$ cat src/rtl/batter_swing_judge.sv
// Purpose: batter outcome judge -- pitch window, debounced swing, LFSR-drawn one-hot result.
// Latency: result registered one clock after the debounced swing or window expiry.
// Backpressure: none; events outside the pitch window are dropped, the result is held for a fixed time.
module batter_swing_judge #(
    parameter int unsigned DEBOUNCE_CYCLES = 16,
    parameter int unsigned WINDOW_CYCLES   = 2000,
    parameter int unsigned HOLD_CYCLES     = 1000,
    parameter logic [15:0] LFSR_SEED       = 16'h0001
) (
    input  logic       clk,
    input  logic       rst_n,
    input  logic       swing_n,
    input  logic       pitch_valid,
    output logic [4:0] hitout,
    output logic       result_valid,
    output logic       busy
);

    // Counter widths: debounce must be able to hold DEBOUNCE_CYCLES itself,
    // window and hold only ever count up to their parameter minus one.
    localparam int DEB_W  = $clog2(DEBOUNCE_CYCLES + 1);
    localparam int WIN_W  = (WINDOW_CYCLES > 1) ? $clog2(WINDOW_CYCLES) : 1;
    localparam int HOLD_W = (HOLD_CYCLES > 1) ? $clog2(HOLD_CYCLES) : 1;

    localparam logic [DEB_W-1:0]  DEB_MAX   = DEB_W'(DEBOUNCE_CYCLES);
    localparam logic [WIN_W-1:0]  WIN_LAST  = WIN_W'(WINDOW_CYCLES - 1);
    localparam logic [HOLD_W-1:0] HOLD_LAST = HOLD_W'(HOLD_CYCLES - 1);

    localparam logic [4:0]  RES_OUT  = 5'b00001;
    localparam logic [4:0]  RES_HIT1 = 5'b10000;
    localparam logic [4:0]  RES_HIT2 = 5'b01000;
    localparam logic [4:0]  RES_HIT3 = 5'b00100;
    localparam logic [4:0]  RES_HIT4 = 5'b00010;
    localparam logic [15:0] LFSR_TAPS = 16'hB400;

    typedef enum logic [1:0] {
        IDLE  = 2'd0,
        PITCH = 2'd1,
        SHOW  = 2'd2
    } state_t;

    logic              sync1_q;
    logic              sync2_q;
    logic [DEB_W-1:0]  deb_q;
    logic [DEB_W-1:0]  deb_d;
    logic              swing_evt;
    logic [15:0]       lfsr_q;
    logic [15:0]       lfsr_d;
    state_t            state_q;
    logic [WIN_W-1:0]  win_q;
    logic [HOLD_W-1:0] hold_q;
    logic [4:0]        hitout_q;
    logic              result_valid_q;
    logic              busy_q;

    // Outcome table: low nibble of the LFSR picks the result, out is the most likely.
    function automatic logic [4:0] map_outcome(input logic [3:0] r);
        logic [4:0] res;
        if (r <= 4'd6)       res = RES_OUT;
        else if (r <= 4'd10) res = RES_HIT1;
        else if (r <= 4'd12) res = RES_HIT2;
        else if (r == 4'd13) res = RES_HIT3;
        else                 res = RES_HIT4;
        return res;
    endfunction

    // Two-flop synchronizer; idles high so a released button is the reset state.
    always_ff @(posedge clk or negedge rst_n) begin
        if (!rst_n) begin
            sync1_q <= 1'b1;
            sync2_q <= 1'b1;
        end else begin
            sync1_q <= swing_n;
            sync2_q <= sync1_q;
        end
    end

    // Debounce count: climbs while pressed, parks at the limit, clears on release.
    // The event fires only on the step onto the limit, so a held button fires once.
    always_comb begin
        deb_d = deb_q;
        if (sync2_q) begin
            deb_d = '0;
        end else if (deb_q != DEB_MAX) begin
            deb_d = deb_q + DEB_W'(1);
        end
        swing_evt = (deb_d == DEB_MAX) && (deb_q != DEB_MAX);
    end

    // Debounce counter register.
    always_ff @(posedge clk or negedge rst_n) begin
        if (!rst_n) deb_q <= '0;
        else        deb_q <= deb_d;
    end

    // Galois right-shift LFSR next state.
    always_comb begin
        lfsr_d = {1'b0, lfsr_q[15:1]} ^ (lfsr_q[0] ? LFSR_TAPS : 16'h0000);
    end

    // Free-running LFSR, independent of the FSM so the draw depends on swing timing.
    always_ff @(posedge clk or negedge rst_n) begin
        if (!rst_n) lfsr_q <= LFSR_SEED;
        else        lfsr_q <= lfsr_d;
    end

    // Pitch FSM with registered result, valid pulse and busy flag.
    always_ff @(posedge clk or negedge rst_n) begin
        if (!rst_n) begin
            state_q        <= IDLE;
            win_q          <= '0;
            hold_q         <= '0;
            hitout_q       <= '0;
            result_valid_q <= 1'b0;
            busy_q         <= 1'b0;
        end else begin
            result_valid_q <= 1'b0;
            case (state_q)
                IDLE: begin
                    if (pitch_valid) begin
                        state_q <= PITCH;
                        win_q   <= '0;
                        busy_q  <= 1'b1;
                    end
                end
                PITCH: begin
                    // Swing takes priority over a window expiry in the same cycle.
                    if (swing_evt) begin
                        state_q        <= SHOW;
                        hitout_q       <= map_outcome(lfsr_q[3:0]);
                        result_valid_q <= 1'b1;
                        hold_q         <= '0;
                    end else if (win_q == WIN_LAST) begin
                        state_q        <= SHOW;
                        hitout_q       <= RES_OUT;
                        result_valid_q <= 1'b1;
                        hold_q         <= '0;
                    end else begin
                        win_q <= win_q + WIN_W'(1);
                    end
                end
                SHOW: begin
                    if (hold_q == HOLD_LAST) begin
                        state_q  <= IDLE;
                        hitout_q <= '0;
                        busy_q   <= 1'b0;
                    end else begin
                        hold_q <= hold_q + HOLD_W'(1);
                    end
                end
                default: begin
                    state_q  <= IDLE;
                    hitout_q <= '0;
                    busy_q   <= 1'b0;
                end
            endcase
        end
    end

    assign hitout       = hitout_q;
    assign result_valid = result_valid_q;
    assign busy         = busy_q;

endmodule

$ cat config.mk
export PLATFORM = sky130hd
export DESIGN_NAME = batter_swing_judge
export DESIGN_NICKNAME = d
export VERILOG_FILES = /design/src/rtl/batter_swing_judge.sv
export SDC_FILE = /design/constraint.sdc
export NUM_CORES = 1
export LEC_CHECK = 0
export CAP_MARGIN = 25
export CORE_MARGIN = 2
export CORE_UTILIZATION = 45
export CTS_CLUSTER_DIAMETER = 80
export DETAILED_ROUTE_END_ITERATION = 10
export PLACE_DENSITY = 0.73
export SETUP_SLACK_MARGIN = 0.05
export SLEW_MARGIN = 20
export SYNTH_ARGS = -nofsm -noshare
export SYNTH_HDL_FRONTEND = slang
export SYNTH_SLANG_ARGS = --single-unit
export TNS_END_PERCENT = 1
$ cat constraint.sdc
create_clock -name clk -period 2.5 [get_ports clk]
set_input_delay 0.5 -clock clk [delete_from_list [all_inputs] [get_ports clk]]
set_output_delay 0.5 -clock clk [all_outputs]
set_load 0.02 [all_outputs]
Yosys cells after proc, flatten, opt, wreduce, memory -nomap -nowiden
Index checks and enable logic that the tools add are counted.
{"block": "word_totals", "ff_bits": 53, "latchBits": 0, "mem_bits_rw": 0, "romBits": 0, "in_bits": 4, "output_inout_bits": 7, "elab_cells": 71, "n_memories": 0}
{"block": "op_classes", "n_addsub": 3, "n_mul": 0, "div": 0, "n_lt_le_gt_ge": 3, "n_eq_ne": 13, "shifts": 0, "n_mux": 30, "bitwise_logic": 3, "n_reduce_logical": 9}
{"cell": "$mux W5", "n": 7}
{"cell": "$mux W11", "n": 3}
{"cell": "$mux W10", "n": 3}
{"cell": "$pmux W11 S2", "n": 1}
{"cell": "$pmux W10 S2", "n": 1}
{"cell": "$mux W16", "n": 1}
{"cell": "$xor A15 B16 Y16", "n": 1}
{"cell": "$pmux W5 S3", "n": 1}
{"cell": "$reduce_and A3 Y1", "n": 4}
{"cell": "$add A11 B1 Y11 const B", "n": 1}
{"cell": "$eq A11 B11 Y1 const B", "n": 1}
{"cell": "$add A10 B1 Y10 const B", "n": 1}
{"cell": "$eq A10 B10 Y1 const B", "n": 1}
{"cell": "$ne A2 B2 Y1 const B", "n": 5}
{"cell": "$le A4 B4 Y1 const B", "n": 2}
{"cell": "$mux W2", "n": 4}
{"cell": "$pmux W2 S3", "n": 1}
{"cell": "$add A5 B1 Y5 const B", "n": 1}
{"cell": "$eq A5 B5 Y1 const B", "n": 1}
{"cell": "$mux W1", "n": 5}
{"cell": "$ne A5 B5 Y1 const B", "n": 1}
{"cell": "$eq A4 B4 Y1 const B", "n": 1}
{"cell": "$le A4 B3 Y1 const B", "n": 1}
{"cell": "$mux W4", "n": 1}
{"cell": "10 further kinds", "n": 12}

Longest topological paths before layout
Gate-level depths: netlist (run 1).
{"block": "logic_depth", "depth_word": 7, "mapped_depth": 8, "ltp_nobuf": 7}

Worst setup path before layout (run 1)
No wires, ideal clock.
{"block": "synth_path", "path_kind": "register to register", "from": "register deb_q[0]", "to": "register win_q[5]", "setup_time_ps": 79, "arrival_ps": 1983, "required_time_ps": 2421, "setup_slack_ps": 437, "stages_incl_launch_ff": 9, "n_path_buf": 1, "period_less_slack_ps": 2063, "path_cell_list": "dfrtp_1 inv_1 ha_1 or4b_4 o22ai_4 and2_4 buf_6 or3b_1 mux2i_1"}
{"block": "synth_via", "elab_chain_cells": 7, "word_cells_on_any_way": 8, "classes_between": "add/sub (1); eq/ne (3); mux (2); reduce/logical (2)"}
{"element": "start: declaration", "line": "44", "source": "logic [DEB_W-1:0] deb_q;"}
{"element": "start signal: assignment", "line": "92", "source": "if (!rst_n) deb_q <= '0;"}
{"element": "start signal: assignment", "line": "93", "source": "else deb_q <= deb_d;"}
{"element": "$add A5 B1 Y5 or $ne A5 B5 Y1 (tied branches)", "line": "85, 84, 87"}
{"element": "$mux W5", "line": "84", "source": "end else if (deb_q != DEB_MAX) begin"}
{"element": "$mux W5", "line": "82", "source": "if (sync2_q) begin"}
{"element": "$eq A5 B5 Y1", "line": "87", "source": "swing_evt = (deb_d == DEB_MAX) && (deb_q != DEB_MAX);"}
{"element": "$logic_and A1 B1 Y1 (*)", "line": "87"}
{"element": "$ne A2 B2 Y1 (no line) (*)"}
{"element": "$reduce_and A4 Y1 (no line) (*)"}
{"element": "end signal: assignment", "line": "139", "source": "win_q <= win_q + WIN_W'(1);"}
{"element": "end: declaration", "line": "50", "source": "logic [WIN_W-1:0] win_q;"}
Every way passes the cells marked *; elsewhere a longest branch is shown, timed or not.
A chain may end at the register's enable or synchronous reset.

Worst setup path in the final report (run 1)
{"block": "layout_path", "from": "register deb_q[0]", "to": "register hold_q[4]"}
{"block": "layout_via", "elab_chain_cells": 7, "word_cells_on_any_way": 10, "classes_between": "add/sub (1); eq/ne (3); mux (4); reduce/logical (2)"}
{"element": "$add A5 B1 Y5 or $ne A5 B5 Y1 (tied branches)", "line": "85, 84, 87"}
{"element": "$mux W5", "line": "84"}
{"element": "$mux W5", "line": "82"}
{"element": "$eq A5 B5 Y1", "line": "87"}
{"element": "$logic_and A1 B1 Y1 (*)", "line": "87"}
{"element": "$ne A3 B3 Y1 (no line) or $mux W10 (tied branches)"}
{"element": "$reduce_and A3 Y1 (no line) or $pmux W10 S2 (tied branches)"}
{"element": "end signal: assignment", "line": "148", "source": "hold_q <= hold_q + HOLD_W'(1);"}
{"element": "end: declaration", "line": "51", "source": "logic [HOLD_W-1:0] hold_q;"}
Marked as above.

==> results of run 1 <==
==> power by group through the flow <==
stage               logic [W]  clock network, W  registers [W]
floorplan           0.0000855                 0       0.000953
global route         0.000137          0.000570       0.000960
finish               0.000118          0.000508       0.000952
global placement     0.000115                 0       0.000965
CTS                  0.000121          0.000528       0.000951
detailed placement   0.000121                 0       0.000967
==> metrics by stage <==
stage          hold slack [ps]  instance area (um^2)
6_report                   194                  2690
3_5_place_dp               335                  2590
2_1_floorplan              204                  2430
3_3_place_gp               333                  2590
5_1_grt                    242                  2690
4_1_cts                    208                  2690
==> Yosys cell counts, types with 2 or more instances <==
cell / n / area share, %
nor2_1: 19 / 2.9
and3_1: 2 / 0.51
o311ai_1: 2 / 0.72
nor3_1: 4 / 0.82
ha_1: 4 / 2.1
nor2b_1: 4 / 1.0
and2_1: 4 / 1.0
dfrtp_1: 50 / 51
o21ai_0: 2 / 0.41
xor2_1: 10 / 3.6
o22ai_1: 3 / 0.77
nand4b_1: 2 / 0.72
nand3_1: 6 / 1.2
nand2_1: 19 / 2.9
a21oi_1: 6 / 1.2
xnor2_1: 9 / 3.2
nand2b_1: 2 / 0.51
a31oi_1: 3 / 0.77
dfstp_2: 3 / 3.2
and4_1: 4 / 1.4
nand4_1: 7 / 1.8
a2111oi_1: 2 / 0.82
inv_1: 14 / 2.2
nand3b_1: 2 / 0.62
buf_6: 4 / 1.9
mux2i_1: 5 / 2.1
o31ai_1: 2 / 0.62
==> worst min path at each step <==
stage                     from    endpoint  slack, ps
floorplan                rst_n        busy        200
global placement    lfsr_q[12]  lfsr_q[11]        330
detailed placement   lfsr_q[4]   lfsr_q[3]        330
CTS                      rst_n    deb_q[4]        210
global route             rst_n    deb_q[4]        240
finish                   rst_n    deb_q[4]        190
==> final cells by class <==
cell class | count | area [um^2]
clock buffer | 5 | 68.8
tap | 70 | 87.6
inverter | 14 | 52.6
sequential | 53 | 1330
fill | 435 | 2480
clock inverter | 3 | 28.8
timing repair buffer | 13 | 130
multi-input combinational | 142 | 992
==> state kept, by name, indices dropped and copies added, names as in the netlist <==
register	flops
lfsr_q	16
win_q	11
hold_q	10
deb_q	5
hitout	5
state_q	2
busy	1
result_valid	1
sync1_q	1
sync2_q	1
==> logic make-up (layout without fill, tap and decap cells) <==
| kind of cell | Yosys count | count (layout) | synth area share [%] |
|---|---|---|---|
| mux | 5 | 5 | 2.06 |
| fa+ha+maj | 4 | 4 | 2.06 |
| flops | 53 | 53 | 54.7 |
| xor+xnor | 19 | 19 | 6.84 |
| compound gates | 30 | 30 | 9.88 |
| buf+inv | 21 | 35 | 4.53 |
| simple gates | 84 | 84 | 20.0 |
==> layer usage <==
layer  GRT usage (%)  routed length, um
met2            24.1               1790
met1            20.7               1970
met3            3.14                 89
met5               0                  0
met4            3.75                 27
==> metrics.md, run 1 <==
| Metric | Value |
|---|---|
| Status | `completed` |
| Syn-to-layout area delta | `10.6%` |
| Syn Inst Count | `216` |
| Num ports | `11` |
| Setup violators final | `0` |
| Nets | `237` |
| CP endpoint kind | `flip-flop` |
| Final worst slack | `314 ps` |
| Clock power frac | `32.2%` |
| First-pass GRT wire length | `7310 um` |
| Crit. Startpoint | `deb_q[0]` |
| Fin. max-slew vios | `0` |
| Leakage | `1.20 nW` |
| Worst R2R Path Depth | `8` |
| Slowest CP cell | `or4b_4` |
| Vias per cell | `5.27` |
| DRC violations left | `0` |
| Reg2reg setup slack | `310 ps` |
| Clock latency at the later pin of the worst-skew pair | `300 ps` |
| Sw frac | `26.1%` |
| Fin Clk Skew | `6.65 ps` |
| DP Worst Slack | `around 320 ps` |
| Synth Flop Type | `dfrtp_1` |
| CTS tree | `built` |
| Cell family with most CP delay | `simple AND/OR/NAND/NOR gates` |
| Post_cts resized | `0` |
| Unique masters post-synth | `49` |
| Die width | `77.5 um` |
| Worst path max stage delay | `500 ps` |
| HPWL after DPL | `about 2800 um` |
| PortBufs | `10` |
| Max Clk Rate | `0.457 GHz` |
| Number of flops mapped to enable cells by yosys | `0` |
| Crit path launch type | `flip-flop` |
| WL per Instance | `about 13 um` |
| Initial antenna violation count | `0` |
| Tot Pwr | `around 0.0016 W` |
| Vias in the first global route | `1632` |
| Pin count of the biggest net entering global routing | `29` |
| N_diodes | `0` |
| Final-report hold violation count | `0` |
| CTS clock-pin slew for the worst setup and hold paths | `100 ps` |
| Reg2reg end | `hold_q[4]` |
| Initial core utilization | `47.0%` |
| CP Cell Sequence | `inv_1 -> ha_1 -> or4b_4 -> o22ai_4 -> nand2_4 -> a21boi_2 -> buf_4 -> a2111oi_0` |
| DRT iter0 DRCs | `49` |
| Part of the power in registers | `around three fifths` |
| GPL Wtd Cong | `0.850` |
| Worst EP required | `between 2000 and 3000 ps` |
| Async SR Flop Fraction | `100%` |
| Post-synthesis sequential area ratio | `54.7%` |
| Slew at the pin with the worst max-slew slack | `603 ps` |
| Share of post-route cells with drive strength above 1 | `11.3%` |
| Root Driver | `clkbuf_8` |
| Crit Path Class | `flip-flop to flip-flop` |
| Internal | `0.00117 W` |
| Num CTS Buffers | `5` |
| Synth Net Count | `roughly 220` |
| Post-Syn Area | `2430 um^2` |
| Most frequent cells in the layout | `dfrtp_1 (50), nor2_1 (19), nand2_1 (19)` |
| Util after Layout | `between 50% and 60%` |
| # placed instances | `292` |
| Htree depth | `2` |
| Vias | `1582` |
| WP buf/inv | `2` |
| Row cnt | `26` |
| Slew Limit Headroom | `between 50% and 60%` |
| CP arrival | `2370 ps` |
| RSZ-0062 raised after global routing | `false` |
| Clock sinks | `53` |
| Total GRT Usage | `between 10 and 15%` |
| Yosys Warn Count | `0` |
| Drt total wl | `approximately 3900 um` |
| Combinational Power Share | `7.5%` |
| Maximum VDD drop | `325 uV` |
| TritonRoute pass-1 iters | `4` |
| CP Capture Point | `hold_q[4]` |
| Top fanout value on the critical path | `11` |
| Post-route setup TNS | `0 ps` |
| WP depth | `8` |
| Seq cells post-synth | `53` |
| Sw Pwr | `0.000412 W` |
| Max clock buf depth | `2` |
| Layout Cells excl Fill | `300` |
| Die area | `roughly 6000 um^2` |
| Post-CTS Setup Inserts | `0` |
| Core area | `5170 um^2` |
| Crit Reg-Reg Startpoint | `deb_q[0]` |
| Commonest non-fill, non-tap cell in the layout | `dfrtp_1` |
| Average size of a mapped cell | `11.3 um^2` |
| Pwr dens | `587 nW/um^2` |
| Antenna violation net count after detailed routing | `0` |
| Minimum clock period | `2190 ps` |
| Max Cap Viol | `0` |
| Die Y | `77.5 um` |
| Grt ovf | `0` |
| Hold WC Path Type | `primary input to async pin` |
| Hold_buf cts | `0` |
| Period Utilization, post-route | `87.5%` |
No activity file was read; power rests on OpenSTA's default activity.
==> run 2, diff against run 1 <==
--- a/config.mk
+++ b/config.mk
@@ -9,6 +9,7 @@
 export CORE_MARGIN = 2
 export CORE_UTILIZATION = 45
 export CTS_CLUSTER_DIAMETER = 80
+export CTS_CLUSTER_SIZE = 14
 export DETAILED_ROUTE_END_ITERATION = 10
 export PLACE_DENSITY = 0.73
 export SETUP_SLACK_MARGIN = 0.05
@@ -16,4 +17,3 @@
 export SYNTH_ARGS = -nofsm -noshare
 export SYNTH_HDL_FRONTEND = slang
 export SYNTH_SLANG_ARGS = --single-unit
-export TNS_END_PERCENT = 1
==> results of run 2 <==
The final DEF is identical to that of run 1; final timing and power are the same.
==> run 3, diff against run 2 <==
--- a/config.mk
+++ b/config.mk
@@ -13,6 +13,7 @@
 export DETAILED_ROUTE_END_ITERATION = 10
 export PLACE_DENSITY = 0.73
 export SETUP_SLACK_MARGIN = 0.05
+export SKIP_CTS_REPAIR_TIMING = 1
 export SLEW_MARGIN = 20
 export SYNTH_ARGS = -nofsm -noshare
 export SYNTH_HDL_FRONTEND = slang
==> results of run 3 <==
The final DEF is identical to that of run 1; final timing and power are the same.
